File: config.mk
export PLATFORM = sky130hd
export DESIGN_NAME = count_uart_reporter_flat
export DESIGN_NICKNAME = d
export VERILOG_FILES = /design/src/rtl/count_uart_reporter_if.sv /design/src/rtl/count_uart_reporter.sv /design/src/flat_wrapper.sv
export SDC_FILE = /design/constraint.sdc
export NUM_CORES = 1
export LEC_CHECK = 0
export BUFFER_PORTS_ARGS = -buffer_cell sky130_fd_sc_hd__buf_2
export CAP_MARGIN = 5
export CORE_ASPECT_RATIO = 1.25
export CORE_UTILIZATION = 45
export DETAILED_ROUTE_END_ITERATION = 16
export PLACE_DENSITY_LB_ADDON = 0.1
export SETUP_SLACK_MARGIN = 0.3
export SLEW_MARGIN = 15
export SYNTH_ARGS = -nofsm -noshare
export SYNTH_HDL_FRONTEND = slang
export SYNTH_SLANG_ARGS = --single-unit
export TNS_END_PERCENT = 100
File: constraint.sdc
create_clock -name clk -period 5.78 [get_ports clk]
set_input_delay 0.867 -clock clk [delete_from_list [all_inputs] [get_ports clk]]
set_output_delay 0.867 -clock clk [all_outputs]
set_load 0.05 [all_outputs]
File: src/rtl/count_uart_reporter_if.sv
// ============================================================================
// Module      : count_uart_reporter_if
// Description : Counter-value and UART report signals between a counter
//               domain and the count_uart_reporter block.
// Revision    : 1.0 - initial release
// ============================================================================
`default_nettype none

interface count_uart_reporter_if;
    logic [7:0] count;
    logic       send_req;
    logic       tx;
    logic       busy;
    logic       done;

    modport master (
        output count,
        output send_req,
        input  tx,
        input  busy,
        input  done
    );

    modport slave (
        input  count,
        input  send_req,
        output tx,
        output busy,
        output done
    );
endinterface

`default_nettype wire

File: src/rtl/count_uart_reporter.sv
// ============================================================================
// Module      : count_uart_reporter
// Description : Reports an 8-bit counter value over UART (8N1) as a frame of
//               two uppercase hex digits followed by CR LF.
// Revision    : 1.0 - initial release
// ============================================================================
`default_nettype none

module count_uart_reporter #(
    parameter int CLKS_PER_BIT = 87,
    parameter bit AUTO_SEND    = 1'b1
) (
    input  wire logic            clk,
    input  wire logic            rst_n,
    count_uart_reporter_if.slave bus
);

    localparam int                  c_baud_w   = $clog2(CLKS_PER_BIT);
    localparam logic [c_baud_w-1:0] c_baud_max = c_baud_w'(CLKS_PER_BIT - 1);
    localparam logic [c_baud_w-1:0] c_baud_one = c_baud_w'(1);

    localparam logic [1:0] c_idle  = 2'd0;
    localparam logic [1:0] c_start = 2'd1;
    localparam logic [1:0] c_data  = 2'd2;
    localparam logic [1:0] c_stop  = 2'd3;

    logic [1:0]          r_state,    w_state_n;
    logic [c_baud_w-1:0] r_baud,     w_baud_n;
    logic [2:0]          r_bit_idx,  w_bit_idx_n;
    logic [1:0]          r_char_idx, w_char_idx_n;
    logic [7:0]          r_snap,     w_snap_n;
    logic [7:0]          r_last_sent, w_last_sent_n;
    logic                r_pending,  w_pending_n;
    logic                r_busy,     w_busy_n;
    logic                r_done,     w_done_n;
    logic                r_tx,       w_tx_n;
    logic                w_trig;
    logic [7:0]          w_char_n;

    function automatic logic [7:0] f_hex(input logic [3:0] n);
        return (n < 4'd10) ? (8'h30 + {4'd0, n}) : (8'h37 + {4'd0, n});
    endfunction

    function automatic logic [7:0] f_char(input logic [7:0] snap, input logic [1:0] idx);
        case (idx)
            2'd0:    return f_hex(snap[7:4]);
            2'd1:    return f_hex(snap[3:0]);
            2'd2:    return 8'h0D;
            default: return 8'h0A;
        endcase
    endfunction

    always_ff @(posedge clk or negedge rst_n) begin
        if (!rst_n) begin
            r_state     <= c_idle;
            r_baud      <= '0;
            r_bit_idx   <= '0;
            r_char_idx  <= '0;
            r_snap      <= '0;
            r_last_sent <= '0;
            r_pending   <= 1'b0;
            r_busy      <= 1'b0;
            r_done      <= 1'b0;
            r_tx        <= 1'b1;
        end else begin
            r_state     <= w_state_n;
            r_baud      <= w_baud_n;
            r_bit_idx   <= w_bit_idx_n;
            r_char_idx  <= w_char_idx_n;
            r_snap      <= w_snap_n;
            r_last_sent <= w_last_sent_n;
            r_pending   <= w_pending_n;
            r_busy      <= w_busy_n;
            r_done      <= w_done_n;
            r_tx        <= w_tx_n;
        end
    end

    always_comb begin
        w_state_n     = r_state;
        w_baud_n      = r_baud;
        w_bit_idx_n   = r_bit_idx;
        w_char_idx_n  = r_char_idx;
        w_snap_n      = r_snap;
        w_last_sent_n = r_last_sent;
        w_pending_n   = r_pending;
        w_busy_n      = r_busy;
        w_done_n      = 1'b0;
        w_trig        = r_pending | bus.send_req | (AUTO_SEND & (bus.count != r_last_sent));

        if (r_state == c_idle) begin
            if (w_trig) begin
                w_snap_n      = bus.count;
                w_last_sent_n = bus.count;
                w_pending_n   = 1'b0;
                w_busy_n      = 1'b1;
                w_state_n     = c_start;
                w_baud_n      = c_baud_max;
                w_bit_idx_n   = 3'd0;
                w_char_idx_n  = 2'd0;
            end
        end else begin
            // Requests arriving mid-frame collapse into one pending report
            if (bus.send_req) begin
                w_pending_n = 1'b1;
            end
            if (r_baud == '0) begin
                w_baud_n = c_baud_max;
                case (r_state)
                    c_start: begin
                        w_state_n   = c_data;
                        w_bit_idx_n = 3'd0;
                    end
                    c_data: begin
                        if (r_bit_idx == 3'd7) begin
                            w_state_n = c_stop;
                        end else begin
                            w_bit_idx_n = r_bit_idx + 3'd1;
                        end
                    end
                    default: begin
                        if (r_char_idx == 2'd3) begin
                            w_state_n = c_idle;
                            w_busy_n  = 1'b0;
                            w_done_n  = 1'b1;
                        end else begin
                            w_char_idx_n = r_char_idx + 2'd1;
                            w_state_n    = c_start;
                        end
                    end
                endcase
            end else begin
                w_baud_n = r_baud - c_baud_one;
            end
        end

        // tx is registered from the next state so the line never glitches
        w_char_n = f_char(w_snap_n, w_char_idx_n);
        case (w_state_n)
            c_start: w_tx_n = 1'b0;
            c_data:  w_tx_n = w_char_n[w_bit_idx_n];
            default: w_tx_n = 1'b1;
        endcase
    end

    assign bus.tx   = r_tx;
    assign bus.busy = r_busy;
    assign bus.done = r_done;

endmodule

`default_nettype wire

File: src/flat_wrapper.sv
// flat-port wrapper written by rule: the top's interface ports become plain ports
module count_uart_reporter_flat 
#(
    parameter int CLKS_PER_BIT = 87,
    parameter bit AUTO_SEND    = 1'b1
)
  (clk, rst_n, bus_count, bus_send_req, bus_tx, bus_busy, bus_done);
  count_uart_reporter_if bus_i ();
  input  wire logic clk;
  input  wire logic rst_n;
  input wire logic [$bits(bus_i.count)-1:0] bus_count;
  input wire logic [$bits(bus_i.send_req)-1:0] bus_send_req;
  output wire logic [$bits(bus_i.tx)-1:0] bus_tx;
  output wire logic [$bits(bus_i.busy)-1:0] bus_busy;
  output wire logic [$bits(bus_i.done)-1:0] bus_done;
  assign bus_i.count = bus_count;
  assign bus_i.send_req = bus_send_req;
  assign bus_tx = bus_i.tx;
  assign bus_busy = bus_i.busy;
  assign bus_done = bus_i.done;
  count_uart_reporter #(.CLKS_PER_BIT(CLKS_PER_BIT), .AUTO_SEND(AUTO_SEND)) u_core (.clk(clk), .rst_n(rst_n), .bus(bus_i));
endmodule
# After elaboration in Yosys (flattened, before gate mapping)
# Cells that the tools add are included.
word_totals:
  regBits: 34
  wordCells: 82
op_classes:
  n_addsub: 7
  magnitude_cmp: 3
  eq_ne: 11
  muxes: 39
  n_bitwise: 2
  n_reduce_logical: 10
ops:
  columns: ["cell", "count"]
  rows:
  - ["$mux W8", 4]
  - ["$add A6 B4 Y7 const A", 4]
  - ["$pmux W8 S3", 1]
  - ["$mux W7", 3]
  - ["$mux W2", 9]
  - ["$mux W1", 14]
  - ["$mux W3", 4]
  - ["$eq A2 B2 Y1 const B", 4]
  - ["$lt A4 B4 Y1 const B", 2]
  - ["$ne A8 B8 Y1", 1]
  - ["$logic_not A7 Y1", 1]
  - ["$sub A7 B1 Y7 const B", 1]
  - ["$eq A2 B1 Y1 const B", 3]
  - ["$pmux W3 S2", 1]
  - ["$reduce_bool A2 Y1", 3]
  - ["$logic_not A2 Y1", 2]
  - ["$lt A3 B4 Y1 const B", 1]
  - ["$ne A2 B1 Y1 const B", 2]
  - ["$pmux W2 S2", 1]
  - ["$reduce_and A2 Y1", 2]
  - ["$reduce_and A4 Y1", 1]
  - ["$add A3 B1 Y3 const B", 1]
  - ["$bmux W1 S3", 1]
  - ["$eq A3 B3 Y1 const B", 1]
  - ["4 further kinds", 5]

# Logic depth before layout (Yosys ltp)
# Gate-level depths: netlist of run 1.
depth:
  ltp_word: 10
  depth_mapped: 16
  depth_no_buf: 13

# Worst setup path after synthesis of run 1
# Ideal clock, no wire load.
synth_timing:
  kind: "input port to flip-flop"
  startpoint: "input port bus_count[6]"
  endpoint: "register u_core.r_tx, in the netlist u_core.bus.tx"
  setup_ns: 0.098
  t_arrival_ns: 3.317
  path_slack_ns: 2.365
  stages: 16
  n_path_buf: 3
  path_cell_list: "buf_2 xnor2_2 nand4_4 o31ai_2 buf_6 clkbuf_8 mux2i_1 ha_1 nand2_1 nor3b_1 a21oi_1 mux2i_1 o21bai_1 a211oi_1 o2111ai_1 o311ai_1"
synth_between:
  elab_chain_cells: 10
synth_lines:
  columns: ["item", "line_no", "rtl"]
  rows:
  - ["from (decl)", "flat_wrapper.sv:11", "input wire logic [$bits(bus_i.count)-1:0] bus_count;"]
  - ["$ne A8 B8 Y1", "count_uart_reporter.sv:89", "w_trig = r_pending | bus.send_req | (AUTO_SEND & (bus.count != r_last_sent));"]
  - ["$or A1 B1 Y1", "count_uart_reporter.sv:89", null]
  - ["$mux W8", "count_uart_reporter.sv:92", "if (w_trig) begin"]
  - ["$mux W8", "count_uart_reporter.sv:91", "if (r_state == c_idle) begin"]
  - ["$add A6 B4 Y7 or $lt A4 B4 Y1 (tied branches)", "count_uart_reporter.sv:41", "return (n < 4'd10) ? (8'h30 + {4'd0, n}) : (8'h37 + {4'd0, n});"]
  - ["$mux W8", "count_uart_reporter.sv:41", null]
  - ["$pmux W8 S3", "count_uart_reporter.sv:45", "case (idx)"]
  - ["$bmux W1 S3", "count_uart_reporter.sv:141", "c_data: w_tx_n = w_char_n[w_bit_idx_n];"]
  - ["$mux W1 (implied by the code)", "count_uart_reporter.sv:141", null]
  - ["$pmux W1 S2 *", "count_uart_reporter.sv:139", "case (w_state_n)"]
  - ["via u_core.w_tx_n", "count_uart_reporter.sv:36", "logic r_tx, w_tx_n;"]
  - ["to (signal assigned)", "count_uart_reporter.sv:75", "r_tx <= w_tx_n;"]
  - ["to (decl)", "count_uart_reporter.sv:36", null]
# Mark *: on every way through the listed nets, which the timed path passes. The rest lies on a longest branch. The select of a mux whose other input is x is not followed.
# A chain may end at the register's enable or synchronous reset.

# Final worst setup path of run 1
layout_timing:
  startpoint: "input port bus_count[1]"
  endpoint: "register u_core.r_tx, in the netlist u_core.bus.tx"
# Same word-level chain as after synthesis.

==> impl_metrics.toml, run 1 <==
[yosys]
yosysTopAreaCell = "dfrtp_1"
seq_area_frac_synth = 0.3665
synth_edf_count = 0
yosysWarnings = 0
ys_async_sr_fraction = 1.000
synthAdderAreaFrac = 0.03229
synth_compound_gate_area_share = 0.1781
synth-seq-cells = 34
synth.avg_cell_area_um2 = 10.42
yosysMostFrequentCell = "dfrtp_1"
synth_top_family_by_area = "simple AND/OR/NAND/NOR gates"
netlist_area_um2 = 2325
synth_flop_cell = "dfrtp_1"
syn_inst = 223
synth_mux_area_frac = 0.09688
synth_nets = 240
netlist.area_leader.share = 0.3552
synthTopCellsByCount = "33 x dfrtp_1, 17 x inv_1, 11 x mux2_2, 11 x nand2_1, 10 x a21oi_1"
synth-simple-area-share = 0.1900
yosys-top-cells-area = "dfrtp_1 36%, mux2_2 5.3%, mux2i_1 3.9%, xnor2_1 3.4%, ha_1 3.2%"
synthXorXnorAreaFrac = 0.05974
ys_types = 72

[clocking]
cts_resized = 0
hold_buffers = 0
ctsLongestPathBuffers = 2
cts-htree-levels = 2
postCtsSetupRepairBufs = 0
numCtsBuffers = 5
clock_sinks = 34
cts_tree = "yes"
root_buffer = "clkbuf_8"
clk_latency_ns = 0.29
path_clk_slew_ns = 0.08

[timing]
max_clock_freq_mhz = 258.9
clock_skew_ns = 0.01219
finalHoldViolCount = 0
layout_min_cycle_time_ns = 3.862
fin_crit_sh = 0.6682
relSlewSlack = 0.3057
worst_pin_slew_ns = 1.041
slew_viol_final = 0
setup_viol = 0
setup_tns_ns = 0
rsz0062_at_grt = "no"

[critical_path]
critical_path_class = "primary input to register"
path_max_fanout = 21
worstPathArrival_ns = 4.05
startpoint_type = "primary input"
crit_required_ns = 5.97
cp-end-kind = "register"

[floorplan]
dieArea_um2 = 5459
fp.dieH_um = 82.36
core_area_um2 = 4835
initial_utilization = 0.4808
fp-row-count = 28
die_x_um = 66.29
num_io_pins = 14

[drt]
drt-wirelength-per-cell_um = 16.51
ant_nets = 0
viasPerCell = 5.715
wirelength_um = 4870
drc_errors = 0
first_iter_violations = 53
num_vias = 1686
dr.pass1.iters = 4

[pwr]
p_int_mw = 0.3405
switching_power_mw = 0.1069
power.total_mw = 0.4474
pwr-share-comb = 0.049
ir_drop_v = 0.0001455
clkPwrFrac = 0.419
p_sw_frac = 0.2389
power.leakage_nw = 1.182
pwr-share-seq = 0.531
p_per_area_nw_per_um2 = 179.8

[cells_and_area]
fillers = 450
area_delta_synth_final_pct = 7.051
drive_gt1_frac = 0.2340
final_cell_count_no_fill = 295
diodes = 0
final_util = 0.5148
num-nets-final = 251

[global_routing]
grt_pass1_wl_um = 8128
grt_pass1_vias = 1679
antenna_found_initial = 0
overflow = 0
grt_usage = 0.2016
grt_max_degree = 35

[place]
gp_congestion = 0.8370
dp_cells = 287
hpwlAfterDp_um = 3525
portBuffers = 13

[worst_hold_path]
holdCritPathClass = "register to register"

[job]
max_cap_viol_count = 0

[status]
outcome = "finished, final reports clean"
## registers in the layout (all words and copies together), names as in the netlist
register and flops:
u_core.bus.busy 1, u_core.bus.done 1, u_core.bus.tx 1, u_core.r_baud 7
u_core.r_bit_idx 3, u_core.r_char_idx 2, u_core.r_last_sent 8, u_core.r_pending 1
u_core.r_snap 8, u_core.r_state 2
## path summary, 6_finish.rpt
check / startpoint / endpoint / slack, ns / depth (start not counted)
max in group asynchronous: rst_n / u_core.r_snap[1] / 4.64 / 1
max reg2reg: u_core.r_state[0] / u_core.bus.tx / 2.25 / 13
min reg2reg: u_core.r_pending / u_core.r_pending / 0.51 / 2
min: u_core.r_pending / u_core.r_pending / 0.51 / 2
max: bus_count[1] / u_core.bus.tx / 1.92 / 14
min in group asynchronous: rst_n / u_core.r_baud[3] / 0.64 / 1
## logic make-up (layout without fill, tap and decap cells)
kind of cell / count (synthesis) / after routing
buffers and inverters: 28 / 40
AOI/OAI and AO/OA: 55 / 55
adders and majority gates: 6 / 6
DFF: 34 / 34
xor gates and xnor gates: 15 / 15
and+or+nand+nor: 64 / 64
muxes: 21 / 21
## per-layer routing
layer	up-vias	global-route usage	wire length [µm]
li1	849	-	-
met1	814	0.2414	2194
met2	17	0.3592	2506
met3	6	0.03709	103
met4	0	0.07021	65
met5	-	0	0
## worst max-delay path, cell delays in order
cell and delay (ns):
buf_2 0.14, xnor2_1 0.22, nand3_2 0.20, o31ai_4 0.94
mux2i_1 0.34, ha_1 0.24, nand2_1 0.09, nor3b_1 0.19
a21oi_1 0.06, mux2i_1 0.14, o21bai_1 0.08, a211oi_1 0.28
o2111ai_1 0.17, o311ai_1 0.10
## per-stage QoR
| stage | instance area (µm²) | hold slack, ns | setup slack (ns) |
|---|---|---|---|
| finish | 2489 | 0.5100 | 1.918 |
| global route | 2489 | 0.5433 | 1.663 |
| detailed placement | 2394 | 0.5017 | 1.686 |
| CTS | 2489 | 0.5193 | 1.955 |
| global placement | 2394 | 0.4963 | 1.797 |
| floorplan | 2325 | 0.4709 | 2.365 |
## final cells by class
type	count	area, µm²	area share
Tap cell	60	75.07	0.03017
Sequential cell	34	852.1	0.3424
Clock inverter	2	12.51	0.005028
Multi-Input combinational cell	161	1304	0.5239
Inverter	19	97.59	0.03922
Clock buffer	6	82.58	0.03318
Timing Repair Buffer	13	65.06	0.02614
## power by group through the flow
| stage | logic, mW | registers (mW) | clock network [mW] |
|---|---|---|---|
| floorplan | 0.00947 | 0.243 | 0 |
| global placement | 0.0222 | 0.242 | 0 |
| detailed placement | 0.0225 | 0.242 | 0 |
| CTS | 0.0226 | 0.238 | 0.193 |
| global route | 0.0250 | 0.238 | 0.202 |
| finish | 0.0220 | 0.238 | 0.188 |
## cells in the final DEF (no fill, tap or decap), drive strengths merged, types with 3 or more instances in the layout
| cell | count |
|---|---|
| dfrtp | 33 |
| inv | 18 |
| buf | 13 |
| mux2 | 12 |
| nand2 | 12 |
| o21ai | 12 |
| a21oi | 11 |
| xnor2 | 10 |
| nor2 | 9 |
| mux2i | 9 |
| ha | 6 |
| clkbuf | 6 |
| nor4 | 6 |
| nand3b | 5 |
| xor2 | 5 |
| o31ai | 5 |
| nand3 | 4 |
| nor3 | 3 |
| o211ai | 3 |
| or3 | 3 |
| nand4 | 3 |
| nor3b | 3 |
| or3b | 3 |
No activity file was read; power rests on OpenSTA's default activity.
==> run 2, diff against run 1 <==
clock period = 3.3 ns   (was 5.78 ns; I/O delays follow)
==> impl_metrics.toml, run 2 (same netlist as run 1, synthesis figures left out) <==
[drt]
drt-wirelength-per-cell_um = 16.00
dr.pass1.iters = 4
wirelength_um = 4927
first_iter_violations = 77
num_vias = 1740
ant_nets = 0
viasPerCell = 5.649
drc_errors = 0

[place]
hpwlAfterDp_um = 3619
portBuffers = 13
dp_slack_ns = 0.1631
gp_congestion = 0.9676

[cells_and_area]
final_util = 0.5468
final_common_cell = "dfrtp_1"
drive_gt1_frac = 0.3024
largestRegisters = "u_core.r_last_sent (8), u_core.r_snap (8), u_core.r_baud (7)"
diodes = 0
layout_common_cells = "33 x dfrtp_1, 17 x inv_1, 13 x buf_2"
area_delta_synth_final_pct = 13.72
num-nets-final = 264

[timing]
fin_crit_sh = 0.8374
setup_viol = 0
finalHoldViolCount = 0
rsz0062_at_grt = "yes"
setup_tns_ns = 0
max_clock_freq_mhz = 361.9
worst_pin_slew_ns = 0.7926
clock_skew_ns = 0.01026
slew_viol_final = 0
relSlewSlack = 0.4716
setup_ws_ns = 0.5365
layout_min_cycle_time_ns = 2.764

[clocking]
cts-htree-levels = 2
cts_tree = "yes"
hold_buffers = 0
numCtsBuffers = 5
path_clk_slew_ns = 0.08
ctsLongestPathBuffers = 2
clock_sinks = 34
clk_latency_ns = 0.29
root_buffer = "clkbuf_8"

[floorplan]
fp-row-count = 28
initial_utilization = 0.4808
die_x_um = 66.29
fp.dieH_um = 82.36
num_io_pins = 14
core_area_um2 = 4835
dieArea_um2 = 5459

[critical_path]
cp-end-kind = "register"
path_max_fanout = 13
critPathMaxStageDelay_ns = 0.47
r2r_cells = 9
critPathSlowestCell = "o311a_2"
startpoint_type = "register"
worstPathArrival_ns = 2.96
timing.rr.end = "u_core.bus.tx"
path_cells = "inv_1, ha_1, nor4_2, nand3_1, o311a_2, or3_1, o211ai_1, a221oi_1, o311ai_1"
crit_start = "u_core.r_state[0]"
critical_path_class = "register to register"
worstSetupEndpoint = "u_core.bus.tx"
r2r_slack_ns = 0.54
crit_required_ns = 3.50
r2r-start = "u_core.r_state[0]"

[pwr]
power.leakage_nw = 1.250
p_per_area_nw_per_um2 = 323.2
ir_drop_v = 0.0002459

[worst_hold_path]
holdCritPathClass = "primary input to asynchronous set/reset pin"

[global_routing]
grt_pass1_vias = 1695
grt_usage = 0.2050
antenna_found_initial = 0
overflow = 0
grt_max_degree = 35
grt_pass1_wl_um = 8252

[job]
max_cap_viol_count = 0

[status]
outcome = "finished, final reports clean"
-- run 2: changes by cell type in the layout (fill, tap and decap cells not counted), sizes merged --
cell	delta
buf	+13
clkinv	-1
clkinvlp	+1
clkbuf	-1
bufinv	+1
-- run 2: what timing repair did --
action / 4_1_cts / 5_1_grt
setup endpoints to repair: 0 / 1
buffers inserted: 0 / 7
endpoints found under the hold margin: 0 / 0
gates resized for setup: 0 / 8
-- run 2: through the flow --
step,cells,area (µm²),total power [mW],hold slack [ns]
after detailed placement,293,2439,0.4666,0.5014
final,308,2644,0.8545,0.2777
after global placement,293,2439,0.4666,0.4975
after global routing,308,2644,0.8861,0.3242
after CTS,301,2552,0.8585,0.2978
after floorplan,223,2333,0.4418,0.1994
-- run 2: worst min-delay path by stage --
stage	endpoint	start	cells past startpoint	slack, ns
after floorplan	u_core.bus.busy	rst_n	0	0.20
after global placement	u_core.r_pending	u_core.r_pending	2	0.50
after detailed placement	u_core.r_baud[0]	u_core.r_baud[0]	1	0.50
after CTS	u_core.r_baud[3]	rst_n	1	0.30
after global routing	u_core.r_baud[3]	rst_n	1	0.32
final	u_core.r_baud[1]	rst_n	1	0.28
-- run 2: routing by layer --
metal / part of all wire / track usage
met1: 0.44 / 0.2345
met2: 0.51 / 0.3786
met3: 0.023 / 0.03709
met4: 0.018 / 0.07234
met5: 0 / 0
-- run 2: worst max-delay path, delay by kind of cell, from the launching register on --
kind,cells,cell delay (ns)
simple gates,3,0.97
fa+ha+maj,1,0.35
buf+inv,1,0.07
flops,1,0.35
compound gates,4,0.93
-- run 2: power by group --
group	leakage, nW	total, mW	switching [mW]	internal (mW)
clock network	0.0504	0.395	0.170	0.225
logic	0.763	0.0435	0.0289	0.0145
registers	0.436	0.416	0.0000159	0.416
total	1.25	0.855	0.199	0.656
-- run 2: cell type report --
type / count / area (µm²)
Clock buffer: 5 / 68.82
Clock inverter: 3 / 45.04
Fill cell: 440 / 2191
Inverter: 19 / 97.59
Multi-Input combinational cell: 161 / 1339
Sequential cell: 34 / 852.1
Tap cell: 60 / 75.07
Timing Repair Buffer: 26 / 166.4
==> run 3, diff against run 2 <==
clock period = 2.45 ns   (was 3.3 ns; I/O delays follow)
==> impl_metrics.toml, run 3 (same netlist as run 1, synthesis figures left out) <==
[global_routing]
overflow = 0
grt_usage = 0.2340
grt_max_degree = 35
antenna_found_initial = 0
grt_pass1_vias = 1995
grt_pass1_wl_um = 9508

[cells_and_area]
diodes = 0
regArea_um2 = 852.1
fillers = 383
final_util = 0.6649
largestRegisters = "u_core.r_last_sent (8), u_core.r_snap (8), u_core.r_baud (7)"
final_common_cell = "buf_4"
layout_common_cells = "56 x buf_4, 33 x dfrtp_1, 13 x buf_2"
num-nets-final = 314
multi_input_area_um2 = 1510
drive_gt1_frac = 0.4949
area_delta_synth_final_pct = 38.27

[timing]
slew_viol_final = 0
relSlewSlack = 0.4764
fin_crit_sh = 1.153
clock_skew_ns = 0.009278
finalHoldViolCount = 0
layout_min_cycle_time_ns = 2.826
worst_pin_slew_ns = 0.7854
max_clock_freq_mhz = 353.9
setup_viol = 1
rsz0062_at_grt = "yes"
setup_ws_ns = -0.3759
holdWs_ns = 0.1519
setup_tns_ns = -0.3759

[pwr]
power.total_mw = 1.166
ir_drop_v = 0.0003957
power.leakage_nw = 1.525
p_per_area_nw_per_um2 = 362.7

[drt]
dr.pass1.iters = 5
wirelength_um = 6053
drt-wirelength-per-cell_um = 16.96
first_iter_violations = 59
drc_errors = 0
viasPerCell = 5.742
num_vias = 2050
ant_nets = 0

[clocking]
clk_latency_ns = 0.29
ctsLongestPathBuffers = 2
cts_tree = "yes"
path_clk_slew_ns = 0.07
root_buffer = "clkbuf_8"
numCtsBuffers = 5
clock_sinks = 34
cts-htree-levels = 2

[critical_path]
cp-end-kind = "register"
worstPathArrival_ns = 3.00
r2r_cells = 11
startpoint_type = "register"
path_max_fanout = 4
crit_required_ns = 2.63
crit_start = "u_core.r_last_sent[4]"
r2r-start = "u_core.r_last_sent[4]"
critical_path_class = "register to register"

[floorplan]
fp.dieH_um = 82.36
initial_utilization = 0.4808
num_io_pins = 14
dieArea_um2 = 5459
core_area_um2 = 4835
fp-row-count = 28
die_x_um = 66.29

[place]
gp_congestion = 0.8338
hpwlAfterDp_um = 4395
portBuffers = 13

[worst_hold_path]
holdCritPathClass = "primary input to asynchronous set/reset pin"

[status]
violations = "negative setup slack"
outcome = "finished, violations left"

[job]
max_cap_viol_count = 0
-- run 3: changes by cell type in the layout (fill, tap and decap cells not counted), sizes merged --
cell and delta:
buf +50, clkbuf +1, clkinvlp -2
-- run 3: power by group --
group          internal, mW  switching [mW]
Combinational        0.0327          0.0439
Clock                 0.325           0.203
Sequential            0.561       0.0000180
-- run 3: final timing paths --
path | slack (ns) | endpoint
min | 0.15 | u_core.r_baud[5]
max | -0.38 | u_core.bus.tx
max in group asynchronous | 1.78 | u_core.r_snap[0]
min in group clk | 0.34 | u_core.r_pending
max reg2reg | -0.38 | u_core.bus.tx
min reg2reg | 0.52 | u_core.bus.busy
-- run 3: layout make-up --
cell class,instances,area share
Clock inverter,1,0.009342
Timing Repair Buffer,76,0.1756
Tap cell,60,0.02336
Multi-Input combinational cell,161,0.4698
Clock buffer,6,0.02569
Inverter,19,0.03114
Sequential cell,34,0.2651
-- run 3: worst max-delay path: stages, from the launching register on --
cell      delay [ns]
dfrtp_1         0.41
xnor2_2         0.19
nand4_4         0.14
o31ai_4         0.36
buf_6           0.19
mux2i_1         0.24
ha_1            0.20
inv_1           0.05
or2_2           0.30
o211ai_1        0.22
a221oi_2        0.10
o311ai_1        0.33
-- run 3: metal layers --
| layer | vias up | global-route usage | wire length [µm] |
|---|---|---|---|
| met5 | - | 0 | 0 |
| met4 | 0 | 0.05745 | 110 |
| met3 | 13 | 0.03297 | 151 |
| met2 | 54 | 0.4490 | 3337 |
| met1 | 1008 | 0.2697 | 2454 |
| li1 | 975 | - | - |
-- run 3: timing repair --
action | CTS | global route
gates resized for setup | 7 | 35
endpoints found under the setup margin | 5 | 6
buffers inserted | 4 | 7
hold buffers | 0 | 0
pin swaps | 4 | 10
-- run 3: stage by stage --
step / std cells / instance area [µm²] / worst slack [ns]
4_1_cts: 350 / 3019 / -0.3516
3_5_place_dp: 339 / 2820 / -0.5318
3_3_place_gp: 339 / 2820 / -0.3653
6_report: 357 / 3214 / -0.3759
5_1_grt: 357 / 3214 / -0.4810
2_1_floorplan: 223 / 2396 / -0.3706
